### src/rtl/fir_seq_pkg.sv
// Shared types and constants for the FIR sample sequencer.
package fir_seq_pkg;

    localparam int unsigned DEFAULT_DATA_W = 8;

    localparam logic SRC_1 = 1'b0;
    localparam logic SRC_2 = 1'b1;

    typedef enum logic [1:0] {
        IDLE,
        LOAD,
        WAIT,
        OUT
    } fir_seq_state_t;

endpackage

### src/rtl/fir_sample_sequencer_arb.sv
// Two-request round-robin arbiter; the pointer names the preferred source on a tie
// and moves to the other source after every grant.
module rr_arb2
    import fir_seq_pkg::*;
(
    input  logic       clk,
    input  logic       rst_n,
    input  logic [1:0] req,
    input  logic       en,
    output logic [1:0] gnt
);

    logic r_ptr;

    always_comb begin
        gnt = '0;
        if (en) begin
            if (req == 2'b11) begin
                gnt = (r_ptr == SRC_2) ? 2'b10 : 2'b01;
            end else begin
                gnt = req;
            end
        end
    end

    always_ff @(posedge clk or negedge rst_n) begin
        if (!rst_n) begin
            r_ptr <= SRC_1;
        end else if (|gnt) begin
            r_ptr <= gnt[0] ? SRC_2 : SRC_1;
        end
    end

endmodule

### src/rtl/fir_sample_sequencer.sv
// Feeds samples from two sources into a shared FIR one at a time, waits the FIR
// pipeline latency, and returns the source-tagged result over valid/ready.
module fir_sample_sequencer
    import fir_seq_pkg::*;
#(
    parameter int unsigned DATA_W  = DEFAULT_DATA_W,
    parameter int unsigned FIR_LAT = 4
) (
    input  logic              clk,
    input  logic              rst_n,
    input  logic              s1_valid,
    input  logic [DATA_W-1:0] s1_data,
    output logic              s1_ready,
    input  logic              s2_valid,
    input  logic [DATA_W-1:0] s2_data,
    output logic              s2_ready,
    output logic              fir_pe_bar,
    output logic [DATA_W-1:0] fir_din,
    input  logic [DATA_W-1:0] fir_dout,
    output logic              res_valid,
    output logic [DATA_W-1:0] res_data,
    output logic              res_src,
    input  logic              res_ready,
    output logic              busy
);

    localparam logic [3:0] CNT_INIT = 4'(FIR_LAT - 1);

    fir_seq_state_t    r_state;
    fir_seq_state_t    w_state_next;
    logic [3:0]        r_cnt;
    logic [DATA_W-1:0] r_fir_din;
    logic [DATA_W-1:0] r_res_data;
    logic              r_res_src;
    logic              r_pe_bar;
    logic              r_res_valid;
    logic              r_busy;
    logic [1:0]        w_gnt;
    logic              w_accept;
    logic              w_capture;

    rr_arb2 u_arb (
        .clk   (clk),
        .rst_n (rst_n),
        .req   ({s2_valid, s1_valid}),
        .en    (r_state == IDLE),
        .gnt   (w_gnt)
    );

    always_comb begin
        w_state_next = r_state;
        w_accept     = 1'b0;
        w_capture    = 1'b0;
        case (r_state)
            IDLE: begin
                if (|w_gnt) begin
                    w_accept     = 1'b1;
                    w_state_next = LOAD;
                end
            end
            LOAD: w_state_next = WAIT;
            WAIT: begin
                if (r_cnt == '0) begin
                    w_capture    = 1'b1;
                    w_state_next = OUT;
                end
            end
            OUT: begin
                if (res_ready) begin
                    w_state_next = IDLE;
                end
            end
            default: w_state_next = IDLE;
        endcase
    end

    // Strobe/valid/busy are registered from the next state so they line up with it.
    always_ff @(posedge clk or negedge rst_n) begin
        if (!rst_n) begin
            r_state     <= IDLE;
            r_cnt       <= '0;
            r_fir_din   <= '0;
            r_res_data  <= '0;
            r_res_src   <= SRC_1;
            r_pe_bar    <= 1'b1;
            r_res_valid <= 1'b0;
            r_busy      <= 1'b0;
        end else begin
            r_state     <= w_state_next;
            r_pe_bar    <= (w_state_next != LOAD);
            r_res_valid <= (w_state_next == OUT);
            r_busy      <= (w_state_next != IDLE);
            if (w_accept) begin
                r_fir_din <= w_gnt[1] ? s2_data : s1_data;
                r_res_src <= w_gnt[1] ? SRC_2 : SRC_1;
            end
            if (r_state == LOAD) begin
                r_cnt <= CNT_INIT;
            end else if (r_state == WAIT && r_cnt != '0) begin
                r_cnt <= r_cnt - 4'd1;
            end
            if (w_capture) begin
                r_res_data <= fir_dout;
            end
        end
    end

    assign s1_ready   = w_gnt[0];
    assign s2_ready   = w_gnt[1];
    assign fir_pe_bar = r_pe_bar;
    assign fir_din    = r_fir_din;
    assign res_valid  = r_res_valid;
    assign res_data   = r_res_data;
    assign res_src    = r_res_src;
    assign busy       = r_busy;

endmodule

### config.mk
export PLATFORM = sky130hd
export DESIGN_NAME = fir_sample_sequencer
export DESIGN_NICKNAME = d
export VERILOG_FILES = /design/src/rtl/fir_seq_pkg.sv /design/src/rtl/fir_sample_sequencer_arb.sv /design/src/rtl/fir_sample_sequencer.sv
export SDC_FILE = /design/constraint.sdc
export NUM_CORES = 1
export LEC_CHECK = 0
export BUFFER_PORTS_ARGS = -buffer_cell sky130_fd_sc_hd__buf_2
export CAP_MARGIN = 20
export CORE_MARGIN = 1.5
export CORE_UTILIZATION = 47
export DETAILED_ROUTE_END_ITERATION = 7
export GPL_TIMING_DRIVEN = 0
export PLACE_DENSITY_LB_ADDON = 0.05
export SKIP_CTS_REPAIR_TIMING = 1
export SYNTH_ARGS = -nofsm -noshare
export SYNTH_HDL_FRONTEND = slang
export SYNTH_SLANG_ARGS = --single-unit
### constraint.sdc
create_clock -name clk -period 1.7 [get_ports clk]
set_input_delay 0.34 -clock clk [delete_from_list [all_inputs] [get_ports clk]]
set_output_delay 0.34 -clock clk [all_outputs]
set_load 0.01 [all_outputs]
Yosys cells after proc, flatten, opt, wreduce, memory -nomap -nowiden
Cells that the tools add are included.
{"block": "op_classes", "add_sub_neg": 1, "n_eq_ne": 6, "n_mux": 16, "n_reduce_logical": 7}
{"op": "2-bit two-way mux", "count": 6}
{"op": "2-bit equality test (second input constant)", "count": 4}
{"op": "4-bit two-way mux", "count": 2}
{"op": "8-bit two-way mux", "count": 1}
{"op": "2-bit one-hot mux with 4 select lines", "count": 1}
{"op": "1-bit two-way mux", "count": 6}
{"op": "4-bit logical NOT", "count": 1}
{"op": "2-bit nonzero test", "count": 2}
{"op": "4-bit nonzero test", "count": 1}
{"op": "4-bit by 1-bit subtractor with 4-bit output (second input constant)", "count": 1}
{"op": "2-bit by 1-bit equality test with 1-bit output (second input constant)", "count": 1}
{"op": "2-bit logical NOT", "count": 1}
{"op": "2-bit by 1-bit != test with 1-bit output (second input constant)", "count": 1}
{"op": "2-bit OR reduction", "count": 1}
{"op": "1-bit logical AND", "count": 1}
{"block": "word_totals", "regBits": 27, "elab_cells": 39}

Longest topological paths before layout
Gate-level depths: netlist of the first run.
{"block": "depth", "word_depth": 7, "ltp_mapped": 5, "depth_no_buf": 5}

Cells and area by module
A second synthesis of the first run with hierarchy kept.
{"block": "unflattened", "cells_unflattened": 98, "area_unflattened_um2": 1323.8}
{"module": "fir_sample_sequencer", "instances": 1, "cells_per_inst": 90, "area_per_inst_um2": 1262.5}
{"module": "rr_arb2", "instances": 1, "cells_per_inst": 8, "area_per_inst_um2": 61.3}

Worst setup path before layout of the first run
OpenSTA, ideal clock, no wires.
{"block": "synth_path", "path_type": "register to output", "from": "register r_state[1]", "to": "output s2_ready", "t_arrival_ps": 1117, "required_ps": 1360, "path_slack_ps": 243, "path_stages_with_launch": 5, "n_path_buf": 2, "path_cell_list": "dfrtp_1 -> buf_6 -> nor3b_4 -> and2_1 -> buf_6"}
{"block": "synth_via", "elab_chain_cells": 2}
{"item": "from (decl)", "line": "fir_sample_sequencer.sv:29", "text": "fir_seq_state_t r_state;"}
{"item": "from (signal assigned)", "line": "fir_sample_sequencer.sv:89", "text": "r_state <= w_state_next;"}
{"item": "2-bit logical NOT", "line": "fir_sample_sequencer.sv:46", "text": ".en (r_state == IDLE),"}
{"item": "2-bit two-way mux", "line": "fir_sample_sequencer_arb.sv:17", "text": "if (en) begin"}
{"item": "to (decl)", "line": "fir_sample_sequencer.sv:16", "text": "output logic s2_ready,"}
No other way between the ends.

Final worst setup path of the first run
Ends and elaborated chain as after synthesis.

==> results of run 1 <==
[worst max-delay path, delay by kind of cell (launching register included)]
family | cells | cell delay (ns)
flip-flops | 1 | 0.40
buffers and inverters | 2 | 0.24
AND/OR/NAND/NOR | 2 | 0.43
[per-stage QoR]
step	cells	setup TNS (ns)	util [%]	cell area [sq um]	setup slack (ns)
floorplan	116	0	-	1300	0.243
global placement	196	-0.0320	62.5	1590	-0.0320
detailed placement	196	-0.0289	62.5	1590	-0.0289
CTS	200	-0.609	63.6	1620	-0.424
global route	207	-0.181	66.4	1690	-0.108
finish	207	-0.0247	66.4	1690	-0.0247
[cells in the final DEF (no fill, tap or decap), types with 2 or more instances in the layout]
| cell | Yosys | layout |
|---|---|---|
| dfrtp_1 | 26 | 25 |
| o21ai_0 | 11 | 11 |
| nor4_1 | 2 | 2 |
| o311ai_1 | 7 | 7 |
| buf_4 | 0 | 8 |
| clkbuf_1 | 2 | 2 |
| mux2_2 | 8 | 8 |
| nand3_1 | 9 | 9 |
| nand2_1 | 3 | 2 |
| nor2_1 | 3 | 3 |
| inv_1 | 11 | 11 |
| o211ai_1 | 2 | 2 |
| buf_6 | 3 | 3 |
| clkbuf_4 | 0 | 3 |
| ha_1 | 2 | 2 |
| buf_2 | 1 | 50 |
| a31oi_1 | 2 | 2 |
| mux2i_1 | 2 | 2 |
[where the power goes]
group	internal, uW	switching, uW
Combinational	691	694
Sequential	956	184
Clock	88.1	187
Total	1730	1070
[logic make-up (layout without fill, tap and decap cells)]
logic type,count (synthesis),after routing
AO/OA/AOI/OAI,30,30
adder cells (fa/ha/maj),2,2
buffers and inverters,17,78
flip-flops,27,27
multiplexers,10,10
AND/OR/NAND/NOR,30,30
[cells in the mapped netlist (2+ instances only)]
master / instances
nand3_1: 9
mux2_2: 8
ha_1: 2
nor2_1: 3
a31oi_1: 2
o311ai_1: 7
dfrtp_1: 26
clkbuf_1: 2
nor4_1: 2
and2_1: 2
mux2i_1: 2
buf_6: 3
inv_1: 11
nand2_1: 3
o21ai_0: 11
o211ai_1: 2
[state kept, by name (all words and copies together), names as in the netlist]
register and cells:
fir_din 8, res_data 8, r_cnt 4, r_state 2, busy 1, fir_pe_bar 1, res_src 1, res_valid 1
u_arb.r_ptr 1
[metal layers]
metal  up-vias  track usage, %
met5         -               0
met4         0            6.62
met3         0            3.49
met2        38            33.0
met1       518            22.2
li1        542               -
[final timing paths]
check,start,to,slack [ns],cells past startpoint
setup / recovery,r_state[1],s2_ready,-0.02,4
hold / removal,rst_n,r_cnt[3],-0.006,1
hold reg to reg,res_src,res_src,0.49,1
max in group asynchronous,rst_n,r_state[0],1.29,1
setup reg to reg,r_cnt[0],res_data[3],0.11,5
min in group clk,fir_dout[1],res_data[1],0.24,2
[cell type report]
type	instances	area, sq um	share of cell area, %
Buffer	5	35.0	2.07
Clock buffer	3	22.5	1.33
Clock inverter	1	5.00	0.296
Inverter	11	41.3	2.44
Multi-Input combinational cell	72	553	32.7
Sequential cell	27	678	40.1
Tap cell	30	37.5	2.22
Timing Repair Buffer	58	317	18.7
==> impl_metrics.tcl, run 1 <==
set metrics [dict create \
    status "finished with violations" \
    violations "hold timing, setup timing" \
    p_per_area_nw_per_um2 1660 \
    synth_largest_area_cell "dfrtp_1" \
    whs_ns -0.00621 \
    first_pass_iters 4 \
    ys_warn_count 0 \
    grt_pass1_vias 1027 \
    cpPeakStageDelay_ns 0.40 \
    synth-simple-area-share_pct 14.5 \
    syn_inst 116 \
    dp_hpwl_mm 2.00 \
    path_max_fanout 7 \
    initial_utilization_pct 51.2 \
    route.met3.wl_um 148 \
    cts_sinks 27 \
    clock_latency_ns 0.32 \
    synth_edf_count 0 \
    synth.mux.area_fraction_pct 8.45 \
    syn_nets 147 \
    setup_slack_ns -0.0247 \
    start_kind "register" \
    crit_arrival_ns 1.38 \
    drive_gt1_share_pct 47.5 \
    cts_tree "done" \
    vias 1098 \
    required_ns 1.36 \
    ys_top_cells_by_area "dfrtp_1 50%, mux2_2 6.9%, o311ai_1 4.7%" \
    clk_pin_slew_ns 0.14 \
    antenna_found_initial 0 \
    num_rows 18 \
    async_flop_share_pct 100 \
    synth_seq_cells 27 \
    finalHoldViolCount 18 \
    dr_wl_met2_mm 1.46 \
    viasPerCell 5.30 \
    synth_compound_area_share_pct 16.5 \
    synth_top_family_by_area "compound AO/OA/AOI/OAI gates" \
    period_share_pct 101 \
    overflow 0 \
    top_layer "met3" \
    core_sq_um 2540 \
    avgSynthCellArea_sq_um 11.2 \
    finalSetupViolations 1 \
    wire_per_inst_um 13.4 \
    final.fill_count 224 \
    crit_chain "buf_6 -> nor3b_4 -> and2_4 -> buf_6" \
    synth-seq-area-share_pct 51.9 \
    cts_buffer_depth 2 \
    ys_types 37 \
    io_pins 51 \
    hold_class "input port to asynchronous set/reset pin" \
    fin_skew_ns 0.00228 \
    power_leakage_uw 0.000829 \
    first_iter_violations 20 \
    m1WireLength_mm 1.17 \
    synthAdderAreaFrac_pct 1.92 \
    antenna_cells 0 \
    fp.dieW_um 55.7 \
    areaGrowthSynthToFinish_pct 29.6 \
    synthFlopType "dfrtp_1" \
    end_kind "output pin" \
    synth-xor-area-share_pct 0 \
    crit_type "register to output pin" \
    ir_drop_mv 0.997 \
    antenna_left 0 \
    gp_congestion 0.796 \
    min_period_ns 1.72 \
    die-area_sq_um 3100 \
    slew_viol_final 0 \
    clockRootBuffer "clkbuf_4" \
    slew_headroom_pct 61.4 \
    gr-usage-all-layers_pct 18.5 \
    clock.fmax_ghz 0.580 \
    placement.io_buffers 50 \
    cpMaxStageDelayCell "dfrtp_1" \
    worstMarginPinSlew_ns 0.580 \
    die_h_um 55.7 \
    rsz0062_at_grt "true" \
    cap_violations 0 \
    htree_levels 1 \
    layout.nets 209 \
    synth_top_area_share_pct 49.9 \
    netlist_area_sq_um 1300 \
    routed_wl_mm 2.78 \
    cts-buffers-inserted 3 \
    cp_common_cell "buf_6" \
    p_total_uw 2800 \
    drc 0 \
    grt_pass1_wl_mm 4.55 \
    grt_max_degree 28 \
]
(Power assumes the default switching activity.)
==> run 2: changes to the inputs <==
ABC_AREA = 1   (was default)
CORE_UTILIZATION = 48   (was 47)
==> run 2 against run 1 <==
The flow finishes with violations (hold timing). Via count increased by 9.8%. First-iteration DRC count increased by 95%. Combinational power increased by 12%. Cell area increased by 1.8%. Sequential power decreased by 4%. Critical endpoint unchanged.
==> impl_metrics.tcl, run 2 <==
set metrics [dict create \
    status "finished with violations" \
    violations "hold timing" \
    fp.dieW_um 55.9 \
    syn_inst 163 \
    async_flop_share_pct 100 \
    finalHoldViolCount 17 \
    worstReg2RegStart "r_state[0]" \
    first_pass_iters 4 \
    ir_drop_mv 1.02 \
    synth_edf_count 0 \
    path_max_fanout 5 \
    ys_top_cells_by_area "dfrtp_1 48%, nand2_1 17%, inv_1 7.3%" \
    synthFlopType "dfrtp_1" \
    io_pins 51 \
    min_period_ns 1.67 \
    cap_violations 0 \
    power_leakage_uw 0.00106 \
    antenna_left 0 \
    grt_pass1_wl_mm 4.49 \
    htree_levels 1 \
    final_common_cell "nand2_1" \
    drc 0 \
    drive_gt1_share_pct 35.7 \
    required_ns 1.36 \
    die_h_um 55.9 \
    viasPerCell 4.75 \
    dp_hpwl_mm 2.02 \
    grt_max_degree 28 \
    core_sq_um 2570 \
    num_rows 18 \
    cts_tree "done" \
    clock.fmax_ghz 0.598 \
    vias 1206 \
    layout_common_cells "61 x nand2_1, 49 x buf_2, 26 x dfrtp_1, 25 x inv_1, 14 x nand3_1" \
    start_kind "register" \
    clockRootBuffer "clkbuf_4" \
    clock_latency_ns 0.32 \
    r2r_cells 8 \
    ys_warn_count 0 \
    r2r_slack_ns 0.31 \
    die-area_sq_um 3120 \
    gr-usage-all-layers_pct 17.9 \
    period_share_pct 98.4 \
    crit_arrival_ns 1.33 \
    cts-buffers-inserted 3 \
    ys_types 21 \
    whs_ns -0.00604 \
    worstMarginPinSlew_ns 0.583 \
    p_per_area_nw_per_um2 1700 \
    grt_pass1_vias 1056 \
    synth_seq_cells 27 \
    routed_wl_mm 2.72 \
    synth_top_cells_by_count "61 x nand2_1, 26 x dfrtp_1, 26 x inv_1" \
    placement.io_buffers 50 \
    hold_class "input port to asynchronous set/reset pin" \
    overflow 0 \
    slew_viol_final 0 \
    finalSetupViolations 0 \
    cts_sinks 27 \
    clk_pin_slew_ns 0.15 \
    first_iter_violations 39 \
    netlist_area_sq_um 1340 \
    syn_nets 194 \
    fin_skew_ns 0.00755 \
    end_kind "output pin" \
    avgSynthCellArea_sq_um 8.24 \
    antenna_found_initial 0 \
    antenna_cells 0 \
    gp_congestion 0.729 \
    layout.nets 256 \
    initial_utilization_pct 52.3 \
    slew_headroom_pct 61.1 \
    r2r-end "fir_din[4]" \
    synth_top_area_share_pct 48.5 \
    synth_largest_area_cell "dfrtp_1" \
    rsz0062_at_grt "true" \
    wire_per_inst_um 10.7 \
    areaGrowthSynthToFinish_pct 28.1 \
    p_total_uw 2930 \
    crit_type "register to output pin" \
    final.fill_count 231 \
    synth-seq-area-share_pct 50.4 \
    cts_buffer_depth 2 \
    synth_most_common_cell "nand2_1" \
]
==> run 2: cell count changes after synthesis, sizes merged, moves of 8 or more <==
cell	before	now
nand4	0	9
inv	11	31
o311ai	8	0
mux2	8	0
o21ai	12	4
nand2	3	62
==> run 2: per-layer routing <==
layer	global-route usage (%)	up-vias	part of all wire (%)
li1	-	628	-
met3	3.26	2	5.7
met5	0	-	0
met1	21.4	539	43
met4	7.14	0	0.66
met2	31.6	37	51
==> run 2: area by class of cell <==
type                    count  area [sq um]  area share [%]
clock buffers               3          22.5            1.31
flip-flops and latches     27           677            39.4
plain buffers               3          33.8            1.97
inverters                  31           121            7.06
well taps                  30          37.5            2.18
multi-input cells         102           513            29.8
repair buffers             57           309            18.0
clock inverters             1          5.00           0.291
==> run 2: cell families after synthesis <==
kind of cell	Yosys count	share of synthesized area (%)
AND/OR/NAND/NOR	94	33.0
XOR/XNOR	1	0.652
buffers and inverters	34	11.4
adder cells (fa/ha/maj)	2	1.86
flip-flops	27	50.4
AO/OA/AOI/OAI	5	2.70
==> run 2: report_power, final <==
| group | switching (uW) | internal, uW |
|---|---|---|
| clock | 189 | 88.1 |
| combinational | 908 | 644 |
| sequential | 137 | 959 |
==> run 2: worst max-delay path by stage <==
stage | start | cells past startpoint | end
6_report | r_state[0] | 5 | s2_ready
5_1_grt | r_state[0] | 5 | s1_ready
4_1_cts | r_state[0] | 5 | s2_ready
3_5_place_dp | r_state[0] | 5 | s2_ready
3_3_place_gp | r_state[0] | 5 | s2_ready
2_1_floorplan | r_state[0] | 4 | s2_ready
==> run 2: worst max-delay path, stage by stage, from the launching register on <==
cell	delay, ns
dfrtp_1	0.44
nor2_2	0.15
buf_6	0.14
nand3_4	0.11
inv_4	0.08
buf_6	0.09
==> run 2: through the flow <==
stage               utilization, %  TNS [ns]  cell area (sq um)  std cells  worst slack, ns
global route                  67.0    -0.112               1720        254          -0.0593
floorplan                        -         0               1340        163            0.441
detailed placement            63.5         0               1630        243            0.252
CTS                           64.6    -0.158               1660        247           -0.131
finish                        67.0         0               1720        254           0.0266
global placement              63.5         0               1630        243            0.270
